==> src/rtl/alu_pkg.sv <==
// Shared opcode, compare-path select and FSM state encodings for the sequential ALU.
package alu_pkg;

    localparam logic [3:0] OP_AND  = 4'b0000;
    localparam logic [3:0] OP_OR   = 4'b0001;
    localparam logic [3:0] OP_ADD  = 4'b0010;
    localparam logic [3:0] OP_SUB  = 4'b0110;
    localparam logic [3:0] OP_SLT  = 4'b0111;
    localparam logic [3:0] OP_SLTU = 4'b0011;
    localparam logic [3:0] OP_MUL  = 4'b1000;

    localparam logic [1:0] OPC_AND = 2'b00;
    localparam logic [1:0] OPC_OR  = 2'b01;
    localparam logic [1:0] OPC_ADD = 2'b10;
    localparam logic [1:0] OPC_CMP = 2'b11;

    typedef enum logic [1:0] {
        ST_IDLE = 2'd0,
        ST_MUL  = 2'd1,
        ST_DONE = 2'd2
    } state_t;

endpackage

==> src/rtl/alu_ctrl_dec.sv <==
// Opcode to {SUBctr, OPctr, OVctr, SIGctr, illegal} decoder.
// Latency: combinational. Backpressure: none (no state).
// Opcode 1000 is legal only when ALU_MUL_EN is defined.
module alu_ctrl_dec
    import alu_pkg::*;
(
    input  logic [3:0] ALUctr,
    output logic       SUBctr,
    output logic [1:0] OPctr,
    output logic       OVctr,
    output logic       SIGctr,
    output logic       illegal
);

    always_comb begin
        SUBctr = ALUctr[2] | (ALUctr == OP_SLTU);
        OPctr  = ALUctr[1:0];
        OVctr  = ALUctr[1] & ~ALUctr[0] & ~ALUctr[3];
        SIGctr = ALUctr[2] & ALUctr[0];
        case (ALUctr)
            OP_AND, OP_OR, OP_ADD, OP_SUB, OP_SLT, OP_SLTU: illegal = 1'b0;
`ifdef ALU_MUL_EN
            OP_MUL: illegal = 1'b0;
`endif
            default: illegal = 1'b1;
        endcase
    end

endmodule

==> src/rtl/alu_seq_unit.sv <==
// Handshaked ALU: logic/add/sub/compare in 1 cycle, optional shift-add MUL (ALU_MUL_EN) in WIDTH+1 cycles.
// Latency: out_valid 1 cycle after accept (WIDTH+1 for MUL). Backpressure: result held in DONE until
// out_ready; in_ready low from accept until handoff, so at most one op every 2 cycles.
module alu_seq_unit
    import alu_pkg::*;
#(
    parameter int WIDTH = 32,
    parameter int CNT_W = $clog2(WIDTH) + 1
) (
    input  logic             clk,
    input  logic             rst,
    input  logic             in_valid,
    output logic             in_ready,
    input  logic [3:0]       ALUctr,
    input  logic [WIDTH-1:0] A,
    input  logic [WIDTH-1:0] B,
    output logic             out_valid,
    input  logic             out_ready,
    output logic [WIDTH-1:0] Result,
    output logic             Zero,
    output logic             Overflow,
    output logic             Illegal
);

    state_t state;

    logic             sub_ctr;
    logic [1:0]       op_ctr;
    logic             ov_ctr;
    logic             sig_ctr;
    logic             dec_illegal;

    logic [WIDTH-1:0] b_eff;
    logic [WIDTH-1:0] b_neg;
    logic [WIDTH-1:0] sum;
    logic             carry;
    logic             ov_flag;
    logic             ov_true;
    logic             lt;
    logic [WIDTH-1:0] alu_res;

    alu_ctrl_dec u_dec (
        .ALUctr  (ALUctr),
        .SUBctr  (sub_ctr),
        .OPctr   (op_ctr),
        .OVctr   (ov_ctr),
        .SIGctr  (sig_ctr),
        .illegal (dec_illegal)
    );

    // The Overflow flag compares against the negated operand ~B+1; the SLT sign correction uses the
    // true adder-input overflow so that B == most-negative still orders correctly.
    always_comb begin
        b_eff          = sub_ctr ? ~B : B;
        b_neg          = sub_ctr ? (~B + WIDTH'(1)) : B;
        {carry, sum}   = {1'b0, A} + {1'b0, b_eff} + (WIDTH+1)'(sub_ctr);
        ov_flag        = ov_ctr & ~dec_illegal & (A[WIDTH-1] == b_neg[WIDTH-1]) & (sum[WIDTH-1] != A[WIDTH-1]);
        ov_true        = (A[WIDTH-1] == b_eff[WIDTH-1]) & (sum[WIDTH-1] != A[WIDTH-1]);
        lt             = sig_ctr ? (sum[WIDTH-1] ^ ov_true) : ~carry;
        case (op_ctr)
            OPC_AND: alu_res = A & B;
            OPC_OR:  alu_res = A | B;
            OPC_ADD: alu_res = sum;
            default: alu_res = {{(WIDTH-1){1'b0}}, lt};
        endcase
        if (dec_illegal)
            alu_res = '0;
    end

`ifdef ALU_MUL_EN
    logic [WIDTH-1:0] acc;
    logic [WIDTH-1:0] mcand;
    logic [WIDTH-1:0] mplier;
    logic [CNT_W-1:0] cnt;
    logic [WIDTH-1:0] acc_nxt;
    logic             is_mul;

    always_comb begin
        is_mul  = (ALUctr == OP_MUL);
        acc_nxt = acc + (mplier[0] ? mcand : '0);
    end
`endif

    always_ff @(posedge clk) begin
        if (rst) begin
            state     <= ST_IDLE;
            in_ready  <= 1'b1;
            out_valid <= 1'b0;
            Result    <= '0;
            Zero      <= 1'b0;
            Overflow  <= 1'b0;
            Illegal   <= 1'b0;
`ifdef ALU_MUL_EN
            acc       <= '0;
            mcand     <= '0;
            mplier    <= '0;
            cnt       <= '0;
`endif
        end else begin
            case (state)
                ST_IDLE: begin
                    if (in_valid) begin
                        in_ready <= 1'b0;
`ifdef ALU_MUL_EN
                        if (is_mul) begin
                            acc    <= '0;
                            mcand  <= A;
                            mplier <= B;
                            cnt    <= '0;
                            state  <= ST_MUL;
                        end else
`endif
                        begin
                            Result    <= alu_res;
                            Zero      <= (alu_res == '0);
                            Overflow  <= ov_flag;
                            Illegal   <= dec_illegal;
                            out_valid <= 1'b1;
                            state     <= ST_DONE;
                        end
                    end
                end
`ifdef ALU_MUL_EN
                ST_MUL: begin
                    acc    <= acc_nxt;
                    mcand  <= mcand << 1;
                    mplier <= mplier >> 1;
                    cnt    <= cnt + CNT_W'(1);
                    if (cnt == CNT_W'(WIDTH-1)) begin
                        Result    <= acc_nxt;
                        Zero      <= (acc_nxt == '0);
                        Overflow  <= 1'b0;
                        Illegal   <= 1'b0;
                        out_valid <= 1'b1;
                        state     <= ST_DONE;
                    end
                end
`endif
                ST_DONE: begin
                    if (out_ready) begin
                        out_valid <= 1'b0;
                        in_ready  <= 1'b1;
                        state     <= ST_IDLE;
                    end
                end
                default: begin
                    out_valid <= 1'b0;
                    in_ready  <= 1'b1;
                    state     <= ST_IDLE;
                end
            endcase
        end
    end

endmodule

==> config.mk <==
export PLATFORM = sky130hd
export DESIGN_NAME = alu_seq_unit
export DESIGN_NICKNAME = d
export VERILOG_FILES = /design/src/rtl/alu_pkg.sv /design/src/rtl/alu_ctrl_dec.sv /design/src/rtl/alu_seq_unit.sv
export SDC_FILE = /design/constraint.sdc
export NUM_CORES = 1
export LEC_CHECK = 0
export BUFFER_PORTS_ARGS = -buffer_cell sky130_fd_sc_hd__buf_2
export CORE_ASPECT_RATIO = 0.9
export CORE_MARGIN = 3
export CORE_UTILIZATION = 50
export CTS_CLUSTER_DIAMETER = 30
export DETAILED_ROUTE_END_ITERATION = 7
export PLACE_DENSITY = 0.78
export SYNTH_ARGS = -nofsm -noshare
export SYNTH_HDL_FRONTEND = slang
export SYNTH_HIERARCHICAL = 1
export SYNTH_SLANG_ARGS = --single-unit
export TNS_END_PERCENT = 10
==> constraint.sdc <==
create_clock -name clk -period 4.24 [get_ports clk]
set_input_delay 0.636 -clock clk [delete_from_list [all_inputs] [get_ports clk]]
set_output_delay 0.636 -clock clk [all_outputs]
set_load 0.02 [all_outputs]
==> flow_summary.yaml, run 1 <==
outcome:
  status: "complete, no violations"
clock_network:
  cts_setup_buffers: 0
  clk_path_buf_depth: 2
  cts_resized: 0
  cts-root-buf: "clkbuf_8"
  cts_tree: "built"
  cts_hold_buffers: 0
  clk_latency_ns: 0.29
  clock_sinks: 37
  clk_pin_slew_ns: 0.07
  cts_made_buffers: 5
  cts_htree_levels: 2
die:
  die_h_um: 99.36
  rows: 33
  io_pins: 109
  core_um2: 9290
  dieArea_um2: 10900
  initial_core_util: 0.5212
  die_w_um: 109.7
placement:
  numPortBuffers: 108
  placed_cell_area_um2: 5535
  gp_congestion: 1.034
  dpl.hpwl_um: 14000
sta:
  fin_crit_ns: 4.082
  final_max_slew_viol_count: 0
  final_hold_viol_count: 0
  setup_viol: 0
  grt_setup_unrepaired: "false"
  max_freq_ghz: 0.2449
  worst-slew-pin-transition_ns: 1.068
  fin_crit_sh: 0.9629
  slew_headroom: 0.2849
  skew_ns: 0.004074
logic_synthesis:
  yosys.area.top_type: "dfxtp_1"
  syn_inst: 667
  ys_seq_elements: 37
  synth-edff-count: 0
  ys_top_cells_by_area: "dfxtp_1 15%, ha_1 10%, xor2_1 7.1%"
  synth_top_cell_area_share: 0.1530
  yosysUniqueCellTypes: 76
  synthMostInstantiatedCell: "a21oi_1"
  synth_seq_area_share: 0.1530
  async_flop_share: 0
  ys_top_cells_by_count: "60 x a21oi_1, 59 x nor2_1, 57 x nand2_1"
  syn_area_um2: 4842
  synth.net_count: 779
  ys.flop_type: "dfxtp_1"
  yosys_warnings: 6
  syn_area_per_cell_um2: 7.260
route:
  drc: 0
  viasPerCell: 6.401
  drtPass1Iterations: 5
  via_count: 5665
  dr.first_iter.drc_count: 455
  drt_wl_total_um: 17470
  wire_per_inst_um: 19.74
  ant_nets: 0
min_path:
  hold_class: "reg -> reg"
power_and_ir_drop:
  ir_drop_v: 0.0001219
  leakagePower_nw: 2.405
  p_per_area_nw_per_um2: 274.6
  total_power_mw: 1.543
grt:
  grt_antenna_before_repair: 0
  overflow: 0
  track_usage: 0.3116
  grt_max_degree: 55
  grt_pass1_wl_um: 27190
  grt_pass1_vias: 5397
layout:
  final_nets: 874
  stdcell_area_um2: 5618
  layout-drive-gt1-share: 0.2005
  fillers: 915
  syn_to_final_growth_pct: 16.02
  antennaDiodeCount: 0
flow_run:
  max-cap-violations: 0
setup_path:
  crit_path_end_kind: "register"
  critPathMaxFanout: 18
  worst-setup-path-type: "in -> reg"
  required_ns: 4.44
  cp_data_arrival_time_ns: 4.28
  cp-start-kind: "primary input"
==> state kept, by name (all words and copies together) (netlist names) <==
register   cells
Illegal        1
out_valid      1
Result        32
Zero           1
Overflow       1
in_ready       1
==> per-layer routing <==
metal | up-vias | share of wire | track usage
li1 | 2686 | - | -
met1 | 2685 | 0.43 | 0.4146
met2 | 262 | 0.48 | 0.5378
met3 | 32 | 0.069 | 0.03374
met4 | 0 | 0.023 | 0.07383
met5 | - | 0 | 0
==> final timing paths <==
| path | from | endpoint | slack [ns] | cells past startpoint |
|---|---|---|---|---|
| setup / recovery | ALUctr[3] | Zero | 0.16 | 16 |
| hold / removal | Illegal | Illegal | 0.46 | 2 |
| setup reg to reg | out_valid | Result[17] | 2.31 | 4 |
| hold reg to reg | Illegal | Illegal | 0.46 | 2 |
==> stage by stage <==
step | worst slack, ns | util | setup TNS [ns] | hold slack [ns] | cells
after floorplan | 0.2411 | - | 0 | 0.5345 | 667
after global placement | -0.05378 | 0.5958 | -0.05378 | 0.4450 | 877
after detailed placement | -0.08116 | 0.5958 | -0.08116 | 0.4518 | 877
after CTS | 0.2133 | 0.6047 | 0 | 0.4619 | 885
after global routing | 0.01645 | 0.6047 | 0 | 0.4722 | 885
final | 0.1575 | 0.6047 | 0 | 0.4612 | 885
==> cells in the final DEF (no fill, tap or decap), types with 10 or more instances in the layout <==
| cell | synthesis | layout |
|---|---|---|
| nand4_1 | 17 | 17 |
| nand2_1 | 57 | 57 |
| nand3_1 | 16 | 16 |
| a21oi_1 | 60 | 60 |
| dfxtp_1 | 37 | 37 |
| o21ai_0 | 39 | 39 |
| a211oi_1 | 25 | 25 |
| nor2_1 | 59 | 59 |
| ha_1 | 39 | 39 |
| xor2_1 | 39 | 39 |
| nor3_1 | 24 | 24 |
| inv_1 | 13 | 13 |
| buf_4 | 2 | 25 |
| buf_2 | 3 | 108 |
| xnor2_1 | 10 | 10 |
| a21o_1 | 13 | 13 |
| maj3_1 | 24 | 24 |
==> layout make-up <==
cell class | count | area, µm² | area share
Multi-Input combinational cell | 571 | 3861 | 0.6873
Sequential cell | 37 | 740.7 | 0.1318
Inverter | 14 | 52.55 | 0.009354
Clock inverter | 2 | 10.01 | 0.001782
Timing Repair Buffer | 133 | 728.2 | 0.1296
Clock buffer | 6 | 72.57 | 0.01292
Tap cell | 122 | 152.6 | 0.02717
==> critical path, cell delays in order <==
cell and delay [ns]:
buf_2 0.10, inv_1 0.07, a31o_2 0.31, buf_4 0.36, xor2_1 0.11, ha_1 0.44
and3_1 0.24, nor2b_1 0.22, nand2_1 0.12, a2111oi_0 0.56, buf_4 0.21, nor2_1 0.04
xnor2_1 0.16, a22oi_1 0.29, nand4_1 0.14, o31ai_1 0.25
==> power breakdown <==
group          internal, mW  total (mW)  switching (mW)
clock                 0.114       0.238           0.124
combinational         0.347       0.917           0.570
sequential            0.373       0.388          0.0153
==> cell families after synthesis <==
family / Yosys count / synth area share
and+or+nand+nor: 227 / 0.2320
AOI/OAI and AO/OA: 219 / 0.2951
adders and majority gates: 65 / 0.1568
buffers and inverters: 59 / 0.05116
xor gates and xnor gates: 49 / 0.08863
DFF: 37 / 0.1530
muxes: 11 / 0.02326
Power figures use the tool's default switching activity.
==> run 2, diff against run 1 <==
--- a/config.mk
+++ b/config.mk
@@ -8,10 +8,9 @@
 export BUFFER_PORTS_ARGS = -buffer_cell sky130_fd_sc_hd__buf_2
 export CORE_ASPECT_RATIO = 0.9
 export CORE_MARGIN = 3
-export CORE_UTILIZATION = 50
+export CORE_UTILIZATION = 29
 export CTS_CLUSTER_DIAMETER = 30
 export DETAILED_ROUTE_END_ITERATION = 7
-export PLACE_DENSITY = 0.78
 export SYNTH_ARGS = -nofsm -noshare
 export SYNTH_HDL_FRONTEND = slang
 export SYNTH_HIERARCHICAL = 1
==> run 2 against run 1 <==
Die area up 68%. Register-to-register slack better by 0.17 ns. Clock power up 63%. Setup slack better by 0.065 ns. Maximum frequency up 1.6%. Design area up 4.7%. Hold slack better by 0.0030 ns. Count of clock-buffer cells in the layout up 1. Critical path depth down 1. Sequential share of layout area down 0.60 points. Sequential power about the same. Critical path type unchanged. Highest routed layer unchanged.
==> flow_summary.yaml, run 2 (synthesized netlist as in run 1, its figures left out) <==
clock_network:
  clk_latency_ns: 0.28
  cts_setup_buffers: 0
  cts-root-buf: "clkbuf_16"
  cts_htree_levels: 2
  clk_path_buf_depth: 2
  cts_resized: 0
  cts_tree: "built"
  clk_pin_slew_ns: 0.06
  clock_sinks: 37
  cts_hold_buffers: 0
  cts_made_buffers: 5
die:
  initial_core_util: 0.2982
  die_w_um: 142.2
  dieArea_um2: 18290
  rows: 44
  core_um2: 16240
  die_h_um: 128.6
  io_pins: 109
setup_path:
  cp_data_arrival_time_ns: 4.22
  required_ns: 4.44
  crit_path_end_kind: "register"
  cp_slowest_stage_delay_ns: 0.60
  cp-start-kind: "primary input"
  critPathMaxFanout: 12
  cp_slowest_cell: "a2111oi_0"
  path_delay_family: "compound AO/OA/AOI/OAI gates"
  path_buf_inv: 3
  crit_chain: "buf_2, a31o_2, buf_12, xor2_1, ha_1, nand2_1, o21ai_0, a221oi_2, a2111oi_0, buf_4, nor2_1, xnor2_1, a22oi_1, nand4_1, o31ai_1"
  worst-setup-path-type: "in -> reg"
layout:
  final_cell_mix: "108 x buf_2, 60 x a21oi_1, 59 x nor2_1"
  layout-drive-gt1-share: 0.2107
  syn_to_final_growth_pct: 21.52
  mostFrequentLayoutCell: "buf_2"
  top_register: "Result"
  final_nets: 880
  fin_cells: 977
  largest_register_ffs: 32
placement:
  numPortBuffers: 108
  gp_congestion: 0.9805
  placedCellCount: 968
  dpl.hpwl_um: 14510
grt:
  grt_max_degree: 55
  track_usage: 0.1913
  grt_pass1_wl_um: 28110
  grt_antenna_before_repair: 0
  grt_pass1_vias: 5169
  overflow: 0
min_path:
  hold_class: "reg -> reg"
route:
  drt_wl_total_um: 18260
  drtPass1Iterations: 6
  wire_per_inst_um: 18.69
  ant_nets: 0
  via_count: 5538
  dr.first_iter.drc_count: 458
  drc: 0
  viasPerCell: 5.668
power_and_ir_drop:
  total_power_mw: 1.705
  p_per_area_nw_per_um2: 289.8
  ir_drop_v: 0.0001461
  leakagePower_nw: 2.480
flow_run:
  max-cap-violations: 0
sta:
  final_hold_viol_count: 0
  final_max_slew_viol_count: 0
  worst-slew-pin-transition_ns: 0.7348
  fin_crit_sh: 0.9476
  setup_viol: 0
  fin_crit_ns: 4.018
  max_freq_ghz: 0.2489
  slew_headroom: 0.5050
  grt_setup_unrepaired: "false"
  final.setup.tns_ns: 0
  skew_ns: 0.006759
outcome:
  status: "complete, no violations"
[run 2: tightest hold or removal path, stage by stage, from the launching register on]
cell     delay (ns)
dfxtp_1        0.31
nand2_1        0.05
a21oi_1        0.05
[run 2: final timing paths]
check                               start        end  slack, ns  cells after the start
worst min-delay path            Result[9]  Result[9]       0.46                      2
worst max register to register  out_valid       Zero       2.48                      6
worst min register to register  Result[9]  Result[9]       0.46                      2
worst max-delay path            ALUctr[0]       Zero       0.22                     15
[run 2: stage by stage]
step	instance area, µm²	util	worst slack, ns	hold WS [ns]
finish	5884	0.3623	0.2223	0.4642
global route	5882	0.3622	0.02199	0.4960
CTS	5869	0.3614	0.2553	0.4674
detailed placement	5712	0.3517	0.002604	0.4594
global placement	5712	0.3517	0.008261	0.4426
floorplan	4842	-	0.2411	0.5345
[run 2: power by group]
part	switching (mW)	internal (mW)
clock network	0.140	0.249
registers	0.0147	0.373
logic	0.569	0.360
[run 2: per-layer routing]
layer	up-vias	share of wire	GRT usage
met5	-	0	0
met4	0	0.013	0.02991
met3	20	0.056	0.02192
met2	193	0.45	0.3067
met1	2625	0.48	0.2805
li1	2700	-	-
[run 2: cell type report]
class | instances | area [µm²]
fillers | 1748 | 10360
flip-flops and latches | 37 | 740.7
clock buffers | 7 | 152.6
repair buffers | 139 | 798.3
well taps | 207 | 259.0
diodes | 1 | 2.502
multi-input cells | 571 | 3874
clock inverters | 1 | 5.005
inverters | 14 | 52.55
==> run 3, diff against run 2 <==
--- a/config.mk
+++ b/config.mk
@@ -11,6 +11,7 @@
 export CORE_UTILIZATION = 29
 export CTS_CLUSTER_DIAMETER = 30
 export DETAILED_ROUTE_END_ITERATION = 7
+export MAX_ROUTING_LAYER = met4
 export SYNTH_ARGS = -nofsm -noshare
 export SYNTH_HDL_FRONTEND = slang
 export SYNTH_HIERARCHICAL = 1
==> run 3 against run 2 <==
Design area shrank 0.77%. Die area is the same. Largest cell class unchanged. Clock power shrank 9.5%. Hold slack lost 0.013 ns. Highest routed layer unchanged. Critical path depth is the same. Core utilization shrank 0.28 points. Sequential power is essentially flat. Combinational power shrank 1%. Count of clock-buffer cells in the layout shrank 1. Largest power group unchanged. Power shrank 2.6%. Critical path type unchanged.
==> flow_summary.yaml, run 3 (synthesized netlist as in run 1, its figures left out) <==
layout:
  final_cell_mix: "108 x buf_2, 60 x a21oi_1, 59 x nor2_1"
  top_register: "Result"
  final_nets: 878
  fin_cells: 975
  largest_register_ffs: 32
  stdcell_area_um2: 5839
  mostFrequentLayoutCell: "buf_2"
  syn_to_final_growth_pct: 20.59
  post-route-util: 0.3596
  layout-drive-gt1-share: 0.2047
power_and_ir_drop:
  p_int_mw: 0.9450
  p_clk_frac: 0.212
  leakagePower_nw: 2.460
  comb_power_share: 0.554
  p_sw_mw: 0.7155
  power_frac_seq: 0.234
  p_sw_frac: 0.4309
  p_per_area_nw_per_um2: 284.4
  ir_drop_v: 0.0001938
route:
  via_count: 5518
  viasPerCell: 5.659
  drt_wl_total_um: 18200
  drc: 0
  drtPass1Iterations: 5
  ant_nets: 0
  wire_per_inst_um: 18.67
  dr.first_iter.drc_count: 456
setup_path:
  crit_path_end_kind: "register"
  cp-start-kind: "primary input"
  critPathMaxFanout: 10
  cp_data_arrival_time_ns: 4.21
  required_ns: 4.43
  worst-setup-path-type: "in -> reg"
sta:
  fin_crit_ns: 4.022
  fin_crit_sh: 0.9486
  worst_hold_slack_ns: 0.4512
  setup_viol: 0
  final_hold_viol_count: 0
  timing.final.ws_setup_ns: 0.2178
  slew_headroom: 0.5699
  skew_ns: 0.004785
  worst-slew-pin-transition_ns: 0.6392
  final_max_slew_viol_count: 0
  grt_setup_unrepaired: "false"
  max_freq_ghz: 0.2486
grt:
  grt_max_degree: 55
  grt_pass1_vias: 5199
  grt_antenna_before_repair: 0
  grt_pass1_wl_um: 28280
  track_usage: 0.1994
  overflow: 0
clock_network:
  clk_path_buf_depth: 2
  cts_htree_levels: 2
  cts-root-buf: "clkbuf_16"
  clk_pin_slew_ns: 0.06
  cts_tree: "built"
  cts_setup_buffers: 0
  clk_latency_ns: 0.28
  clock_sinks: 37
  cts_made_buffers: 5
placement:
  dpl.hpwl_um: 14700
  pre_cts_ws_ns: -0.05137
  placed_cell_area_um2: 5697
  placedCellCount: 966
  gp_congestion: 0.9620
  numPortBuffers: 108
die:
  rows: 44
  core_um2: 16240
  initial_core_util: 0.2982
  io_pins: 109
  dieArea_um2: 18290
  die_w_um: 142.2
  die_h_um: 128.6
outcome:
  status: "complete, no violations"
flow_run:
  max-cap-violations: 0
min_path:
  hold_class: "reg -> reg"
==> run 3: cell count changes in the layout (fill, tap and decap cells not counted), sizes merged <==
cell    previous run  this run
buf              139       137
clkinv             1         2
clkbuf             7         6
==> run 3: power groups by stage <==
stage | logic [mW] | clock network, mW | registers (mW)
4_1_cts | 0.908 | 0.357 | 0.389
6_report | 0.920 | 0.352 | 0.388
2_1_floorplan | 0.582 | 0 | 0.423
3_5_place_dp | 0.902 | 0 | 0.396
5_1_grt | 1.01 | 0.374 | 0.391
3_3_place_gp | 0.904 | 0 | 0.396
==> run 3: final timing paths <==
| check | cells after the start | slack, ns | end | from |
|---|---|---|---|---|
| worst max-delay path | 15 | 0.22 | Zero | ALUctr[0] |
| worst min-delay path | 2 | 0.45 | Illegal | Illegal |
| worst max register to register | 6 | 2.42 | Zero | out_valid |
| worst min register to register | 2 | 0.45 | Illegal | Illegal |
==> run 3: critical path, stage by stage <==
cell	delay, ns
buf_2	0.11
a31o_2	0.35
buf_12	0.20
xor2_1	0.16
ha_1	0.44
nand2_1	0.13
o21ai_0	0.38
a221oi_2	0.16
a2111oi_1	0.58
buf_4	0.20
nor2_1	0.04
xnor2_1	0.15
a22oi_1	0.28
nand4_1	0.13
o31ai_1	0.23
==> run 3: area by class of cell <==
type | count | area, µm²
diodes | 1 | 2.502
clock buffers | 6 | 128.9
clock inverters | 2 | 10.01
fillers | 1787 | 10400
inverters | 14 | 52.55
multi-input cells | 571 | 3862
flip-flops and latches | 37 | 740.7
well taps | 207 | 259.0
repair buffers | 137 | 783.3
==> run 3: repair_timing <==
item	4_1_cts	5_1_grt
endpoints found under the setup margin	0	2
gates resized for setup	0	1
hold buffers	0	0
==> run 3: layer usage <==
metal | wire (µm) | track usage | vias up
li1 | - | - | 2695
met5 | 0 | - | -
met1 | 8559 | 0.2788 | 2599
met3 | 1164 | 0.01561 | 19
met4 | 274 | 0.03668 | 0
met2 | 8204 | 0.3186 | 205
==> run 3: per-stage QoR <==
stage	setup TNS [ns]	total power, mW
6_report	0	1.661
5_1_grt	0	1.776
4_1_cts	0	1.653
3_5_place_dp	-0.05858	1.298
3_3_place_gp	-0.1370	1.301
2_1_floorplan	0	1.005
